File: src/rtl/multi_debouncer_pkg.sv
// Shared types and helpers for the multi-channel debouncer.
package multi_debouncer_pkg;

  typedef enum logic [1:0] {
    IDLE    = 2'd0,
    PRESSED = 2'd1,
    HELD    = 2'd2
  } dbc_state_e;

  // True when a CNT_W-bit counter can hold both terminal counts.
  function automatic bit cnt_fits(input int cnt_w, input int stable_cycles,
                                  input int long_cycles);
    longint cap;
    cap = (longint'(1) << cnt_w) - 1;
    return (longint'(stable_cycles) <= cap) && (longint'(long_cycles) <= cap);
  endfunction

endpackage

File: src/rtl/debounce_channel.sv
// One debounce channel: synchroniser, stability filter, level, press/hold FSM
// and registered rise/fall/long_press pulses.
module debounce_channel
  import multi_debouncer_pkg::*;
#(
  parameter int SYNC_STAGES   = 2,
  parameter int STABLE_CYCLES = 30,
  parameter int LONG_CYCLES   = 1000,
  parameter int CNT_W         = 16
) (
  input  logic clk,
  input  logic rst,
  input  logic noisy,
  output logic debounced,
  output logic rise,
  output logic fall,
  output logic long_press
);

  localparam logic [CNT_W-1:0] STAB_LAST = CNT_W'(STABLE_CYCLES - 1);
  localparam logic [CNT_W-1:0] HOLD_LAST = CNT_W'(LONG_CYCLES - 1);

  logic [SYNC_STAGES-1:0] sync;
  logic                   s;
  logic [CNT_W-1:0]       stab;
  logic [CNT_W-1:0]       hold;
  logic                   level;
  logic                   flip;
  dbc_state_e             state;

  assign s         = sync[SYNC_STAGES-1];
  assign flip      = (s != level) && (stab == STAB_LAST);
  assign debounced = level;

  always_ff @(posedge clk) begin
    if (rst) begin
      sync       <= '0;
      stab       <= '0;
      hold       <= '0;
      level      <= 1'b0;
      rise       <= 1'b0;
      fall       <= 1'b0;
      long_press <= 1'b0;
      state      <= IDLE;
    end else begin
      sync       <= {sync[SYNC_STAGES-2:0], noisy};
      rise       <= 1'b0;
      fall       <= 1'b0;
      long_press <= 1'b0;

      // Any sample agreeing with the level restarts the count, so bounces
      // never accumulate.
      if (s == level) begin
        stab <= '0;
      end else if (flip) begin
        stab  <= '0;
        level <= ~level;
        rise  <= ~level;
        fall  <= level;
      end else begin
        stab <= stab + 1'b1;
      end

      case (state)
        IDLE: begin
          if (flip && !level) begin
            state <= PRESSED;
            hold  <= '0;
          end
        end
        PRESSED: begin
          // A release on the terminal cycle wins: no long_press for it.
          if (flip && level) begin
            state <= IDLE;
            hold  <= '0;
          end else if (hold == HOLD_LAST) begin
            long_press <= 1'b1;
            state      <= HELD;
          end else begin
            hold <= hold + 1'b1;
          end
        end
        HELD: begin
          if (flip && level) begin
            state <= IDLE;
            hold  <= '0;
          end
        end
        default: begin
          state <= IDLE;
          hold  <= '0;
        end
      endcase
    end
  end

endmodule

File: src/rtl/multi_debouncer.sv
// Multi-channel button debouncer: CHANNELS independent debounce_channel
// instances with an elaboration-time counter width check.
module multi_debouncer
  import multi_debouncer_pkg::*;
#(
  parameter int CHANNELS      = 4,
  parameter int SYNC_STAGES   = 2,
  parameter int STABLE_CYCLES = 30,
  parameter int LONG_CYCLES   = 1000,
  parameter int CNT_W         = 16
) (
  input  logic                clk,
  input  logic                rst,
  input  logic [CHANNELS-1:0] noisy,
  output logic [CHANNELS-1:0] debounced,
  output logic [CHANNELS-1:0] rise,
  output logic [CHANNELS-1:0] fall,
  output logic [CHANNELS-1:0] long_press
);

  if (!cnt_fits(CNT_W, STABLE_CYCLES, LONG_CYCLES)) begin : g_cnt_check
    $error("multi_debouncer: CNT_W too narrow for STABLE_CYCLES/LONG_CYCLES");
  end

  if ((SYNC_STAGES < 2) || (STABLE_CYCLES < 2) || (LONG_CYCLES <= STABLE_CYCLES))
  begin : g_param_check
    $error("multi_debouncer: invalid SYNC_STAGES/STABLE_CYCLES/LONG_CYCLES");
  end

  for (genvar i = 0; i < CHANNELS; i++) begin : g_ch
    debounce_channel #(
      .SYNC_STAGES  (SYNC_STAGES),
      .STABLE_CYCLES(STABLE_CYCLES),
      .LONG_CYCLES  (LONG_CYCLES),
      .CNT_W        (CNT_W)
    ) u_ch (
      .clk       (clk),
      .rst       (rst),
      .noisy     (noisy[i]),
      .debounced (debounced[i]),
      .rise      (rise[i]),
      .fall      (fall[i]),
      .long_press(long_press[i])
    );
  end

endmodule

File: config.mk
export PLATFORM = sky130hd
export DESIGN_NAME = multi_debouncer
export DESIGN_NICKNAME = d
export VERILOG_FILES = /design/src/rtl/multi_debouncer_pkg.sv /design/src/rtl/debounce_channel.sv /design/src/rtl/multi_debouncer.sv
export SDC_FILE = /design/constraint.sdc
export NUM_CORES = 1
export LEC_CHECK = 0
export CORE_MARGIN = 5
export CORE_UTILIZATION = 45
export CTS_CLUSTER_DIAMETER = 40
export CTS_CLUSTER_SIZE = 8
export DETAILED_ROUTE_END_ITERATION = 8
export HOLD_SLACK_MARGIN = 0.15
export PLACE_DENSITY = 0.66
export SLEW_MARGIN = 5
export SYNTH_ARGS = -nofsm -noshare
export SYNTH_HDL_FRONTEND = slang
export SYNTH_SLANG_ARGS = --single-unit
File: constraint.sdc
create_clock -name clk -period 5.55 [get_ports clk]
set_input_delay 1.11 -clock clk [delete_from_list [all_inputs] [get_ports clk]]
set_output_delay 1.11 -clock clk [all_outputs]
set_load 0.01 [all_outputs]
==> metrics.txt <==
detailed-route DRC error count=0; # setup viols final=0; Reg clk slew, reported paths=0.06 ns; Final nets=891; top post-synthesis cells by area=dfxtp_1 44%, nor2_1 6.4%, o21ai_0 5.1%; PortBufs=21; RSZ-0062 raised after global routing=false; Worst setup EP type=flip-flop; count of pins over their slew limit=0; final WL=14,200 um; startpoint types=flip-flop; Least-Margin Pin Slew=~1.2 ns; DIE HEIGHT=roughly 140 um; critical path, cell by cell=ha_1 > nor4b_1 > nand3b_1 > o311ai_2 > nor2_1 > nand4_1 > o21ai_0; Synth top area share=43.8%; CTS Root Buffer Type=clkbuf_16; slowest cell delay on critical path=0.94 ns; cell taking the most area after synthesis=dfxtp_1; Post-CTS Setup Bufs=0; kind of critical path=flip-flop to flip-flop; leading cell types in the layout, fill and taps excluded=160 x dfxtp_1, 125 x nor2_1, 74 x o21ai_0, 54 x nand2_1, 49 x nand3_1; TritonCTS Buffers=17; GRT Overall Usage=around 16%; Area Growth Syn to Fin=11.7%; Clock Sinks=160; Fin Setup TNS=0 ns; wire per inst=12.9 um; Core Footprint=0.0159 mm^2; share of cells above drive strength 1=5.42%; fraction of registers with async set/reset=0%; die width=137 um; Antenna diodes=0; I/O pins=22; Lkg Pwr=2.73 nW; hpwl dp=a little over 9000 um; Worst Path Arrival=3.27 ns; Clock Path Buffers=2; # rows=46; vias in the first global route=about 5,300; DRT Pass-1 Iters=7; Initial Util=between 40 and 50%; status=finished, final reports clean; Required @ worst endpoint=~5.9 ns; H-tree depth=4; Syn Area/Cell=between 8 and 9 um^2; min Tclk post-route=2.96 ns; VDD IR max=0.215 mV; final worst setup slack=about 2.6 ns; critical path peak fanout=16; count of antenna-violating nets left after detailed routing=0; MaxCap Viol Count=0; Peak Freq=about 0.34 GHz; fin crit share=53.3%; register bit total from synthesis=160; hold crit path type=flip-flop to flip-flop; post-synthesis cell area=~0.0073 mm^2; number of synthesis warnings=0; Syn Nets=around 890; Placer Congestion=0.815; Via Count=between 5,000 and 6,000; Slew headroom=20.1%; family with the most delay on the worst path=simple AND/OR/NAND/NOR gates; first-pass GRT wire length=25,200 um; Post-CTS Hold Buffers=0; sequential fraction of the synthesis area=43.8%; predominant post-synthesis flop cell=dfxtp_1; starting DRC count in detailed routing=around 390; Resized Gates After CTS=0; largest net degree at the start of global routing=between 40 and 50; skew final=0.00977 ns; number of library cell types mapped by synthesis=52; Mapped Cells=874; number of synthesized flops with an enable pin=0; CP Buf/Inv Count=0; Fin. Hold Viols=0; antenna violations before repair=0; commonest non-fill, non-tap cell in the layout=dfxtp_1; global route overflow=0; Max stage delay cell, worst path=o311ai_2; clock latency on the worst-skew pair=about 0.44 ns; Post-Place Setup Slack=2.40 ns; CTS tree=built; Pwr per Cell Area=285 mW/mm^2; DIE AREA=0.0189 mm^2; routed vias/inst=5.37
[layout make-up]
type / instances / area (um^2)
clock buffers: 22 / 484
clock inverters: 10 / 101
fillers: 1513 / 7770
inverters: 19 / 71.3
multi-input cells: 651 / 3810
flip-flops and latches: 160 / 3200
well taps: 216 / 270
repair buffers: 24 / 228
[Yosys cell counts (all sizes together), types with 5 or more instances]
| library cell | count |
|---|---|
| a21oi | 31 |
| a31oi | 11 |
| and3 | 32 |
| buf | 19 |
| clkbuf | 25 |
| dfxtp | 160 |
| ha | 12 |
| inv | 19 |
| mux2i | 5 |
| nand2 | 54 |
| nand2b | 12 |
| nand3 | 49 |
| nand3b | 5 |
| nand4 | 25 |
| nor2 | 125 |
| nor2b | 22 |
| nor3 | 25 |
| nor4 | 18 |
| nor4b | 7 |
| o21ai | 88 |
| o31ai | 22 |
| o41ai | 5 |
| or3 | 8 |
| xnor2 | 20 |
| xor2 | 38 |
[logic make-up (layout without fill, tap and decap cells)]
| kind of cell | Yosys count | in the layout | share of synthesized area [%] |
|---|---|---|---|
| XOR/XNOR | 58 | 58 | 6.94 |
| AND/OR/NAND/NOR | 401 | 401 | 27.9 |
| buffers and inverters | 63 | 75 | 4.17 |
| flip-flops | 160 | 160 | 43.8 |
| adder cells (fa/ha/maj) | 12 | 12 | 2.05 |
| multiplexers | 8 | 8 | 1.15 |
| AO/OA/AOI/OAI | 172 | 172 | 14.0 |
[worst register-to-register path: stages (launching register included)]
cell and delay, ns:
dfxtp_1 0.39, ha_1 0.17, nor4b_1 0.31, nand3b_1 0.33, o311ai_2 0.94, nor2_1 0.42
nand4_1 0.20, o21ai_0 0.08
[metal layers]
metal | vias up | part of all wire [%] | GRT usage (%)
met5 | - | 0 | 0
met2 | 72 | 42 | 23.3
met1 | 2734 | 52 | 23.2
met3 | 22 | 3.8 | 4.71
met4 | 0 | 1.7 | 6.15
li1 | 3092 | - | -
[path summary, 6_finish.rpt]
path / from / slack, ns / depth (start not counted) / end
max reg2reg: g_ch[3].u_ch.stab[0]$_SDFF_PP0_ / 2.59 / 7 / g_ch[3].u_ch.hold[5]$_SDFFE_PP0P_
max: g_ch[3].u_ch.stab[0]$_SDFF_PP0_ / 2.59 / 7 / g_ch[3].u_ch.hold[5]$_SDFFE_PP0P_
min: g_ch[3].u_ch.sync[0]$_SDFF_PP0_ / 0.43 / 1 / g_ch[3].u_ch.sync[1]$_SDFF_PP0_
min reg2reg: g_ch[3].u_ch.sync[0]$_SDFF_PP0_ / 0.43 / 1 / g_ch[3].u_ch.sync[1]$_SDFF_PP0_
[power breakdown]
part           switching [mW]  total (mW)  internal (mW)  leakage [nW]
Clock                   0.476        1.14          0.667         0.268
Combinational          0.0192      0.0286        0.00936          1.18
Sequential            0.00224        1.15           1.15          1.29
[through the flow]
stage / total power [mW] / instances / instance area (um^2) / util (%) / hold WS, ns
after floorplan: 1.20 / 874 / 7310 / - / 0.414
after global placement: 1.21 / 1070 / 7590 / 47.6 / 0.417
after detailed placement: 1.21 / 1070 / 7590 / 47.6 / 0.422
after CTS: 2.36 / 1102 / 8170 / 51.3 / 0.439
after global routing: 2.42 / 1102 / 8170 / 51.3 / 0.460
final: 2.33 / 1102 / 8170 / 51.3 / 0.434
[flip-flops by register name, summed over array words and instances, names as in the netlist]
signal / cells
g_ch.u_ch.rise: 4
g_ch.u_ch.stab: 64
g_ch.u_ch.sync: 8
g_ch.u_ch.hold: 64
g_ch.u_ch.long_press: 4
g_ch.u_ch.fall: 4
g_ch.u_ch.debounced: 4
g_ch.u_ch.state: 8
Power figures use the tool's default switching activity.
